--- config.mk ---
export PLATFORM = sky130hd
export DESIGN_NAME = line_clear_sequencer
export DESIGN_NICKNAME = d
export VERILOG_FILES = /design/src/rtl/line_clear_sequencer.sv
export SDC_FILE = /design/constraint.sdc
export NUM_CORES = 1
export LEC_CHECK = 0
export ABC_AREA = 1
export BUFFER_PORTS_ARGS = -buffer_cell sky130_fd_sc_hd__buf_4
export CAP_MARGIN = 20
export CORE_MARGIN = 2
export CORE_UTILIZATION = 57
export CTS_CLUSTER_SIZE = 25
export DETAILED_ROUTE_END_ITERATION = 6
export HOLD_SLACK_MARGIN = 0.03
export PLACE_DENSITY_LB_ADDON = 0.2
export SLEW_MARGIN = 30
export SYNTH_ARGS = -nofsm -noshare
export SYNTH_HDL_FRONTEND = slang
export SYNTH_SLANG_ARGS = --single-unit
--- constraint.sdc ---
create_clock -name Clk -period 4.4 [get_ports Clk]
set_input_delay 0.44 -clock Clk [delete_from_list [all_inputs] [get_ports Clk]]
set_output_delay 0.44 -clock Clk [all_outputs]
set_load 0.05 [all_outputs]
--- src/rtl/line_clear_sequencer.sv ---
// line_clear_sequencer
//   Runs a line-clear pass over the board RAM after a piece has been placed.
//   Each row is read from the bottom row to the top row. Completely filled
//   rows are dropped. The surviving rows are compacted downward in place, and
//   the vacated top rows are zero-filled. The number of removed rows is then
//   reported. The block owns the RAM port exclusively while busy.
//
// Ports
//   Clk           : clock, everything on posedge
//   RESET         : synchronous active-high reset
//   start         : one-cycle pass request, honoured only when idle
//   busy          : high from the first READ cycle through the DONE cycle
//   done          : one-cycle completion pulse
//   lines_cleared : full rows removed by the last pass (updates with done)
//   rd_en/rd_addr : RAM read strobe / row address
//   rd_data       : RAM read data, valid one cycle after rd_en
//   wr_en/wr_addr/wr_data : RAM write strobe / row address / row data
module line_clear_sequencer #(
  parameter int ROWS  = 20,
  parameter int WIDTH = 10,
  parameter int AW    = $clog2(ROWS),
  parameter int CW    = $clog2(ROWS + 1)
) (
  input  logic             Clk,
  input  logic             RESET,
  input  logic             start,
  output logic             busy,
  output logic             done,
  output logic [CW-1:0]    lines_cleared,
  output logic             rd_en,
  output logic [AW-1:0]    rd_addr,
  input  logic [WIDTH-1:0] rd_data,
  output logic             wr_en,
  output logic [AW-1:0]    wr_addr,
  output logic [WIDTH-1:0] wr_data
);

  typedef enum logic [2:0] {IDLE, READ, EVAL, FILL, DONE} state_t;

  localparam logic [AW-1:0]    LAST_ROW = AW'(ROWS - 1);
  localparam logic [CW-1:0]    K_MAX    = CW'(ROWS);
  localparam logic [WIDTH-1:0] FULL_ROW = {WIDTH{1'b1}};

  state_t        state, state_nxt;
  logic [AW-1:0] r, r_nxt;        // read pointer
  // Write pointer, one bit wider than an address. It ends the scan at k-1,
  // which is -1 (all ones) when nothing was cleared.
  logic [AW:0]   w, w_nxt;
  logic [CW-1:0] k, k_nxt;        // rows cleared so far in this pass
  logic [CW-1:0] lines_nxt;

  always_ff @(posedge Clk) begin
    if (RESET) begin
      state         <= IDLE;
      r             <= '0;
      w             <= '0;
      k             <= '0;
      lines_cleared <= '0;
    end else begin
      state         <= state_nxt;
      r             <= r_nxt;
      w             <= w_nxt;
      k             <= k_nxt;
      lines_cleared <= lines_nxt;
    end
  end

  assign busy = (state != IDLE);

  always_comb begin
    state_nxt = state;
    r_nxt     = r;
    w_nxt     = w;
    k_nxt     = k;
    lines_nxt = lines_cleared;
    rd_en     = 1'b0;
    rd_addr   = '0;
    wr_en     = 1'b0;
    wr_addr   = '0;
    wr_data   = '0;
    done      = 1'b0;

    unique case (state)
      IDLE: begin
        if (start) begin
          r_nxt     = LAST_ROW;
          w_nxt     = {1'b0, LAST_ROW};
          k_nxt     = '0;
          state_nxt = READ;
        end
      end

      READ: begin
        rd_en     = 1'b1;
        rd_addr   = r;
        state_nxt = EVAL;
      end

      EVAL: begin
        if (rd_data == FULL_ROW) begin
          // A dropped row leaves w in place, so the next survivor fills the gap.
          if (k != K_MAX) k_nxt = k + CW'(1);
        end else begin
          // w == r means no rows have been dropped below this one yet, so the
          // row is already in its final place and no write is needed.
          if (w != {1'b0, r}) begin
            wr_en   = 1'b1;
            wr_addr = w[AW-1:0];
            wr_data = rd_data;
          end
          w_nxt = w - (AW + 1)'(1);
        end
        if (r == '0) begin
          // Use the updated count, because row 0 itself may have been full.
          if (k_nxt != '0) begin
            state_nxt = FILL;
          end else begin
            state_nxt = DONE;
            lines_nxt = k_nxt;
          end
        end else begin
          r_nxt     = r - AW'(1);
          state_nxt = READ;
        end
      end

      FILL: begin
        wr_en   = 1'b1;
        wr_addr = w[AW-1:0];
        w_nxt   = w - (AW + 1)'(1);
        if (w == '0) begin
          state_nxt = DONE;
          lines_nxt = k;
        end
      end

      DONE: begin
        done      = 1'b1;
        state_nxt = IDLE;
      end

      default: state_nxt = IDLE;
    endcase
  end

endmodule
==> qor.txt <==
Crit-path cells: inv_2 > nor2_4 > inv_2 > nor2_4 > nand3_1 > nand2_1 > inv_1 > nor2_1 > buf_4
Tcrit/Tclk final: 61.1%
Fin area: 0.00206 mm^2
Power after layout: 0.961 mW
Worst slew margin: 74.7%
Syn_nets: 284
Antenna Cells: 0
Fraction of layout cells with a size suffix above 1: 22.7%
Final hold vios: 0
Area of the multi-input gates: 0.00102 mm^2
CTS tree: built
# DRC: 4
Synth top area share: 28.3%
Routed Wire Length: 4010 um
CP max FO: 12
Power Dens Cells: 466 mW/mm^2
Number of flops mapped to enable cells by yosys: 0
Final critical-path required period: 2.69 ns
Nature of the critical path startpoint: flop
Max cap viols: 0
Drt wl/cell: 12.0 um
Vias: 1742
YS warnings: 0
Net switching power: 0.460 mW
FF-to-FF path depth: 11
Post-Route Setup TNS: 0 ns
Post_cts resized: 0
FFs w/ async S/R, synth: 0%
Layout Nets: 324
Buf+Inv Stages, Crit Path: 4
Sequential share of power: 29.3%
DRT antenna net count: 0
Register area share after synthesis: 28.3%
Post-synth top area cell: dfxtp_1
Worst-margin pin slew: 0.379 ns
Top-count cell post-synth: nand2_1
Crit Path Class: flop to primary output
Violated checks: design-rule violations
Peak supply drop: 0.344 mV
Final HPWL DP: 3120 um
Top post-synthesis cells by area: dfxtp_1 (28%), nand2_1 (14%), inv_1 (8.4%), nor2_1 (6.8%), a21oi_1 (5.9%)
Outcome: complete, but fails checks
Post-synthesis cell count: 265
Slowest Stage Delay on Critical Path: 0.39 ns
Sw Share: 47.8%
IO Count: 42
CTS max path bufs: 2
Port buffer count: 41
Starting DRT DRC Count: 143
CTS buffer count: 3
Worst-Skew Late Latency: 0.32 ns
Final Util: 73.6%
WHS Endpoint: state[1]$_SDFFE_PP0P_
Avg Cell Area, Syn: 6.41 um^2
Crit path max-delay cell type: dfxtp_1
RSZ-0062 raised after global routing: no
Die width: 58.6 um
H-tree Lvls: 1
P_leak: 0.954 nW
Hold_sp: RESET
Crit-path leading delay family: simple AND/OR/NAND/NOR gates
Die height: 58.6 um
Fill cells: 256
Fmax: 372 MHz
Clk network pwr share: 16.9%
Post-synth cell types: 29
Vias in the first global route: 1577
Tot GR Track Use: 24.7%
Row count: 19
Synthesis-to-finish area growth: 21.5%
Internal power: 0.502 mW
CP Capture Type: primary output
Internal reg-to-reg setup slack: 2.39 ns
Vias per cell: 5.20
Post-DP Area: 0.00201 mm^2
Setup Skew: 0.0101 ns
Post-synth top cells: nand2_1 (64), inv_1 (38), nor2_1 (31)
Hold depth: 2
Initial antenna violation count: 0
Comb power frac: 53.8%
Main synth FF type: dfxtp_1
Core Footprint: 0.00281 mm^2
Gp weighted congestion: 0.901
CTS Hold Bufs: 0
Pre-antenna DRT Iters: 6
Initial Util: 60.6%
Critical Path AT: 2.25 ns
Worst-path clk slew: 0.14 ns
Slew Limit Fails: 0
Global-route wire length before repair: 6800 um
Die ar.: 0.00343 mm^2
Reg area: 480 um^2
Hold crit path type: input port to flop
GRT Residual Overflow: 0
#FFs+latches synth: 24
Largest net degree at the start of global routing: 17
RR Startpoint: k[0]$_SDFFE_PP0P_
Worst EP required: 3.96 ns
Worst flop-to-flop path endpoint: lines_cleared[4]$_SDFFE_PP0P_
# setup viols final: 0
Post-CTS Repair Setup Buffers: 0
Root Driver: clkbuf_4
Clock sinks: 24
Synthesized area: 0.00170 mm^2
-- placed cells by master, fill, tap and decap left out, drive strengths merged --
master and count:
nor2 43, buf 41, a221oi 2, xor2 4
a21oi 20, dfxtp 24, ha 6, nand4 5
o21ai 13, a31oi 4, bufinv 1, nor3 4
o22ai 2, nand2 67, nand3 19, nor3b 2
xnor2 1, inv 43, clkbuf 3
-- power by group through the flow --
| stage | Combinational [mW] | Clock, mW | Sequential (mW) |
|---|---|---|---|
| 2_1_floorplan | 0.404 | 0 | 0.279 |
| 3_3_place_gp | 0.504 | 0 | 0.286 |
| 3_5_place_dp | 0.513 | 0 | 0.287 |
| 4_1_cts | 0.515 | 0.163 | 0.282 |
| 5_1_grt | 0.574 | 0.171 | 0.287 |
| 6_report | 0.517 | 0.162 | 0.282 |
-- worst max-delay path by stage --
stage	startpoint	end	slack (ns)	depth (start not counted)
detailed placement	state[1]$_SDFFE_PP0P_	wr_addr[0]	2.07	9
global placement	state[1]$_SDFFE_PP0P_	wr_addr[1]	2.15	9
CTS	state[1]$_SDFFE_PP0P_	wr_addr[0]	1.70	9
global route	state[1]$_SDFFE_PP0P_	wr_addr[0]	1.48	9
floorplan	state[1]$_SDFFE_PP0P_	wr_addr[0]	1.75	9
finish	state[1]$_SDFFE_PP0P_	wr_addr[0]	1.71	9
-- routing by layer --
metal | GRT usage, % | vias up | routed length (um) | share of wire [%]
met5 | 0 | - | 0 | 0
met4 | 4.55 | 0 | 30 | 0.75
met3 | 2.86 | 6 | 297 | 7.4
met2 | 41.3 | 62 | 1830 | 46
met1 | 34.9 | 754 | 1850 | 46
li1 | - | 920 | - | -
-- stage by stage --
step                      hold slack [ns]  cells  worst slack [ns]
after global routing                0.406    335              1.48
after floorplan                     0.431    265              1.75
after CTS                           0.403    335              1.70
after detailed placement            0.463    331              2.07
final                               0.399    335              1.71
after global placement              0.453    331              2.15
-- registers in the layout, indices dropped and copies added, names as in the netlist --
name           count
k                  5
state              3
r                  5
lines_cleared      5
w                  6
-- final cells by class --
| class | instances | area share [%] |
|---|---|---|
| inverters | 43 | 7.82 |
| clock buffers | 3 | 1.09 |
| clock inverters | 1 | 1.45 |
| well taps | 31 | 1.88 |
| repair buffers | 41 | 14.9 |
| flip-flops and latches | 24 | 23.3 |
| multi-input cells | 192 | 49.6 |
-- logic make-up after synthesis --
family                   share of synthesized area, %
adder cells (fa/ha/maj)                          4.42
XOR/XNOR                                         2.58
AND/OR/NAND/NOR                                  40.3
flip-flops                                       28.3
buffers and inverters                            11.5
AO/OA/AOI/OAI                                    13.0
Note: power is estimated with default switching activity, not from simulation.
